File: config.mk
export PLATFORM = sky130hd
export DESIGN_NAME = line_buffer_5rows
export DESIGN_NICKNAME = d
export VERILOG_FILES = /design/src/rtl/line_buffer_5rows.sv
export SDC_FILE = /design/constraint.sdc
export NUM_CORES = 1
export LEC_CHECK = 0
export CORE_ASPECT_RATIO = 1.5
export CORE_UTILIZATION = 59
export CTS_BUF_LIST = sky130_fd_sc_hd__clkbuf_16
export DETAILED_ROUTE_END_ITERATION = 12
export GPL_TIMING_DRIVEN = 0
export PLACE_DENSITY_LB_ADDON = 0.3
export SETUP_SLACK_MARGIN = 0.02
export SLEW_MARGIN = 20
export SYNTH_ARGS = -nofsm -noshare
export SYNTH_HDL_FRONTEND = slang
export SYNTH_SLANG_ARGS = --single-unit
File: constraint.sdc
create_clock -name clk -period 5.4 [get_ports clk]
set_input_delay 0.81 -clock clk [delete_from_list [all_inputs] [get_ports clk]]
set_output_delay 0.81 -clock clk [all_outputs]
set_load 0.02 [all_outputs]
File: src/rtl/line_buffer_5rows.sv
// line_buffer_5rows: keeps the last four image rows in per-column line memories and
// emits five vertically aligned pixels per accepted raster-order input pixel.
module line_buffer_5rows #(
    parameter int COLS = 7,
    parameter int ROWS = 7
) (
    input  logic       clk,
    input  logic       rst,
    input  logic       done_i,
    input  logic [7:0] data_i,
    output logic [7:0] S1_o,
    output logic [7:0] S2_o,
    output logic [7:0] S3_o,
    output logic [7:0] S4_o,
    output logic [7:0] S5_o,
    output logic       done_o,
    output logic       progress_done_o
);
    localparam int CW = $clog2(COLS);
    localparam int RW = $clog2(ROWS);
    localparam logic [CW-1:0] COL_LAST = CW'(COLS - 1);
    localparam logic [RW-1:0] ROW_LAST = RW'(ROWS - 1);
    localparam logic [RW-1:0] ROW_FIRST_OUT = RW'(4);

    logic [CW-1:0] col_q, col_d;
    logic [RW-1:0] row_q, row_d;
    logic [7:0] l0_q [COLS];
    logic [7:0] l1_q [COLS];
    logic [7:0] l2_q [COLS];
    logic [7:0] l3_q [COLS];
    logic [7:0] s1_q, s2_q, s3_q, s4_q, s5_q;
    logic done_q, prog_q;
    logic col_last, row_last;

    always_comb begin
        col_last = col_q == COL_LAST;
        row_last = row_q == ROW_LAST;
        col_d = !done_i ? col_q : col_last ? '0 : col_q + 1'b1;
        row_d = !(done_i && col_last) ? row_q : row_last ? '0 : row_q + 1'b1;
    end

    always_ff @(posedge clk) begin
        if (rst) begin
            col_q  <= '0;
            row_q  <= '0;
            s1_q   <= '0;
            s2_q   <= '0;
            s3_q   <= '0;
            s4_q   <= '0;
            s5_q   <= '0;
            done_q <= 1'b0;
            prog_q <= 1'b0;
        end else begin
            col_q  <= col_d;
            row_q  <= row_d;
            done_q <= done_i && row_q >= ROW_FIRST_OUT;
            prog_q <= done_i && row_last && col_last;
            if (done_i) begin
                s5_q <= data_i;
                s4_q <= l0_q[col_q];
                s3_q <= l1_q[col_q];
                s2_q <= l2_q[col_q];
                s1_q <= l3_q[col_q];
            end
        end
    end

    // Line memories need no reset: rows 0..3 of a new frame overwrite them before use.
    always_ff @(posedge clk) begin
        if (done_i && !rst) begin
            l0_q[col_q] <= data_i;
            l1_q[col_q] <= l0_q[col_q];
            l2_q[col_q] <= l1_q[col_q];
            l3_q[col_q] <= l2_q[col_q];
        end
    end

    assign S1_o = s1_q;
    assign S2_o = s2_q;
    assign S3_o = s3_q;
    assign S4_o = s4_q;
    assign S5_o = s5_q;
    assign done_o = done_q;
    assign progress_done_o = prog_q;
endmodule

Word level (Yosys, flattened, before mapping) --
Memories as Yosys holds them, arrays and structs flattened. A register that Yosys moved wholly into a read port is not among the register bits. Index checks and enable logic that the tools add are counted.
Cells by class: add/subtract/negate cells 2, order comparisons 1, eq/ne operators 2, muxes and demuxes 10, reductions and logical operators 6
Operator list (count):
- two-way mux 3 bit | 8
- adder 3 x 1 -> 3 bit, second input constant | 2
- == test 3 bit, second input constant | 2
- logical AND 1 bit | 5
- greater-or-equal comparator 3 bit, second input constant | 1
- two-way mux 1 bit | 2
- logical NOT 1 bit | 1
Storage, ports and cells: flip-flop bits (word level) 40, bits in writable memories 224, input port bits 11, output and inout bits 42, logic and storage cells 33, memories 4
Memory list:
- l0_q | words 7, width 8, read ports 1, clocked after memory_dff 1, wr ports 1, line 27 | logic [7:0] l0_q [COLS];
- l1_q | words 7, width 8, read ports 1, clocked after memory_dff 1, wr ports 1, line 28 | logic [7:0] l1_q [COLS];
- l2_q | words 7, width 8, read ports 1, clocked after memory_dff 1, wr ports 1, line 29 | logic [7:0] l2_q [COLS];
- l3_q | words 7, width 8, read ports 1, clocked after memory_dff 1, wr ports 1, line 30 | logic [7:0] l3_q [COLS];

Logic depth before layout (Yosys ltp) --
word-level depth 4, mapped depth 6, gate-level depth less buffers 3

Worst setup path before layout --
OpenSTA, ideal clock, no wires.
path kind input-to-reg, start point input done_i, end point memory l0_q[0][0], enable pin, setup time 0.461 ns, arrival time 3.613 ns, required time 4.939 ns, path slack 1.326 ns, stages 4, buffers on the path 2, cells stage by stage clkbuf_1 > buf_2 > nand2_1 > nor3_1
On the way: cells in the longest elaborated chain, start to end 3
Ends and longest elaborated chain:
- start: declaration | line 9 | input logic done_i,
- logical AND 1 bit | line 70 | if (done_i && !rst) begin
- two-way mux 1 bit | line 70
- two-way mux 1 bit (not written as such) | line 71 | l0_q[col_q] <= data_i;
- end: declaration | line 27
No other way between the ends.

Worst setup path after layout --
start point input rst, end point memory l0_q[0][1], enable pin
On the way: cells in the longest elaborated chain, start to end 4
Ends and longest elaborated chain:
- start: declaration | line 8 | input logic rst,
- logical NOT 1 bit | line 70
- logical AND 1 bit | line 70
- two-way mux 1 bit | line 70
- two-way mux 1 bit (not written as such) | line 71
No other way between the ends.

==> impl_results.md <==
- Run status: complete, but fails checks
- Failing checks: DRC
- Vias per cell: 6.312
- Post-CTS sizing: 0
- Fin crit share: 54.09%
- WHS Path Cells: 2
- Commonest cells post-synth: edfxtp_1, mux2i_1, dfxtp_1, nor2_1, o211ai_1
- Seq pwr share: 52.9%
- Global-route wire length before repair: 36.82 mm
- Crit path kind: in -> reg
- DRC: 6
- Die width: 111.7 um
- Initial Util: 60.92%
- Finish-stage setup viols: 0
- H-tree levels: 1
- Gp weighted congestion: 0.7696
- FF-to-FF setup slack: 2570 ps
- P per Cell Area: 362.9 nW/um^2
- RR Startpoint: col_q[2]
- Worst setup EP type: flop
- Setup TNS Final: 0 ps
- Switch share: 22.48%
- Fmax: 342.4 MHz
- Drt first-iter violations: 627
- CTS Buf Count: 26
- Simple-gate share of the synthesized area: 5.212%
- Hold Fails Final Rpt: 0
- Antenna fix cells: 0
- GR Util All Layers: 26.81%
- Rel. slew slack: 38.62%
- Largest net degree at the start of global routing: 22
- Startpoint types: primary input
- Comb power frac: 8.8%
- CP delay by family, top: buffers and inverters
- Post-DP HPWL: 15.94 mm
- WHS: 496.1 ps
- Area of the die: 18620 um^2
- Area contributors post-synth: edfxtp_1, dfxtp_1, mux2i_1
- Final net count: 758
- Area fraction in compound gates after synthesis: 9.263%
- Most used flip-flop cell after synthesis: edfxtp_1
- Row count: 59
- R2R depth: 6
- Yosys cell types: 32
- Skew-Pair Late Insertion Delay: 530 ps
- Post-Route WL: 24.67 mm
- Leakage: 0.004117 uW
- Cell area after synthesis: 10660 um^2
- Max Cap Viol: 0
- Final Max Tran Viols: 0
- RSZ-0062 raised after global routing: false
- Adder-cell area share of the yosys netlist: 0%
- Layout cell share with drive strength beyond 1: 17.60%
- Peak VDD IR: 275.0 uV
- Layout Cells excl Fill: 980
- Post-synth top area share: 63.11%
- Post-layout min period: 2921 ps
- Worst r2r dst: l0_q[4][1]
- Largest family of logic cells by synthesized area: multiplexers
- Clk sinks: 275
- Number of global-route vias before repair: 6582
- Via count: 6186
- Cells after synthesis: 653
- Placed Cells: 932
- Synth Register Bits: 275
- Clock Path Buffers: 3
- Die height: 166.6 um
- Port Buffers: 51
- Slowest cell on the critical path: nor3_2
- Actual slew at the worst max-slew pin: 920.8 ps
- Synth Area in XOR/XNOR: 0%
- Min-Delay Startpoint: S5_o[5]
- Clock Root Buffer: clkbuf_16
- Critical path's most frequent cell: buf_4
- CP required: 5630 ps
- GRT Residual Overflow: 0
- Mux share of post-synthesis cell area: 10.24%
- CTS tree: done
- Hold_buf cts: 0
- Post-Syn Area per Cell: 16.32 um^2
- Async SR Flop Fraction: 0%
- Final Skew: 12.80 ps
- Most frequent cell after synthesis: edfxtp_1
- Worst-path fanout max: 10
- Post-CTS Setup Inserts: 0
- Crit path arrival time: 3150 ps
- Switching power: 1022 uW
- EDFF count, synth: 224
- CP Buf/Inv Count: 4
- Initial antenna violation count: 0
- Internal Pwr Total: 3524 uW
- Seq/Total Area, Yosys: 72.69%
- Post-DR wirelength/cell: 25.17 um
- Synthesized Nets: 664
- Post-DP Area: 11710 um^2
- Final instance area: 12530 um^2
- YS warnings: 0
- Synth area leader: edfxtp_1
- DRT Pass-1 Iters: 11
- # IOs: 53
- Synthesis-to-finish area growth: 17.53%
- ANT nets after route: 0
- Core area: 17500 um^2
- Hold endpoint: S5_o[5]
- Clock power frac: 38.3%
- Worst Hold Class: reg -> reg
- Pwr Total: 4545 uW
- Crit path cell chain: clkdlybuf4s50_1, buf_1, nor2_1, nand2_1, nor3_2, buf_4, buf_4
- Max incr delay on CP: 540 ps
- Worst-path clk slew: 60 ps
[power by group through the flow]
stage	Sequential (uW)	Combinational [uW]	Clock, uW
floorplan	2470	209	0
global placement	2450	366	0
detailed placement	2450	395	0
CTS	2410	399	1750
global route	2410	422	1830
finish	2410	399	1740
[kinds of logic after synthesis]
kind of cell	Yosys count
flip-flops	275
AND/OR/NAND/NOR	118
multiplexers	106
AO/OA/AOI/OAI	105
buffers and inverters	49
[state kept, by name, indices dropped and copies added, names as in the netlist, named ones only]
register         flops
l3_q                56
S5_o                 8
S3_o                 8
l0_q                56
l1_q                56
S2_o                 8
S1_o                 8
done_o               1
S4_o                 8
row_q                3
progress_done_o      1
l2_q                56
col_q                3
[metrics by stage]
stage	utilization [%]	setup WS, ps
after floorplan	-	1326
after global placement	65.36	-1470
after detailed placement	66.94	1980
after CTS	71.59	2508
after global routing	71.59	2408
final	71.59	2479
[worst reg2reg max path, cell delays in order, from the launching register on]
cell	delay, ps
dfxtp_1	300
buf_2	180
clkbuf_1	440
nand3_1	370
nor3_2	680
buf_4	330
buf_4	230
[layout by cell type, fill, tap and decap left out, drive strengths merged, types with 2 or more instances in the layout]
cell	instances
bufinv	2
o22ai	8
nor3	3
o221a	8
nand2b	29
mux2i	82
inv	11
nor2	40
clkbuf	43
o22a	24
a311oi	25
nand2	30
nand3	9
edfxtp	224
clkinv	8
mux2	24
dfxtp	51
clkdlybuf4s50	51
buf	47
o211ai	32
a21oi	5
or2	2
[how the worst max path moves through the flow]
stage               slack [ps]          to  startpoint  cells after the start
floorplan                 1330  l0_q[0][0]      done_i                      4
CTS                       2510  l1_q[0][6]         rst                      7
global placement         -1470  l0_q[0][1]         rst                      5
detailed placement        1980  l2_q[0][6]         rst                      7
global route              2410  l1_q[0][6]         rst                      7
finish                    2480  l0_q[0][1]         rst                      7
[layout make-up]
type                            count  area [um^2]
Tap cell                          213        266.5
Sequential cell                   275         7747
Multi-Input combinational cell    329         2681
Clock buffer                       27        675.6
Buffer                             48        272.8
Timing Repair Buffer               66        739.5
Clock inverter                     21        138.9
Inverter                            1        3.754
Fill cell                        1098         4970
[per-layer routing]
metal	vias to the layer above	GRT usage, %	part of all wire [%]
li1	2735	-	-
met1	3077	30.50	36
met2	287	49.20	53
met3	87	3.930	6.7
met4	0	12.46	3.8
met5	-	0	0
No activity file was read; power rests on OpenSTA's default activity.
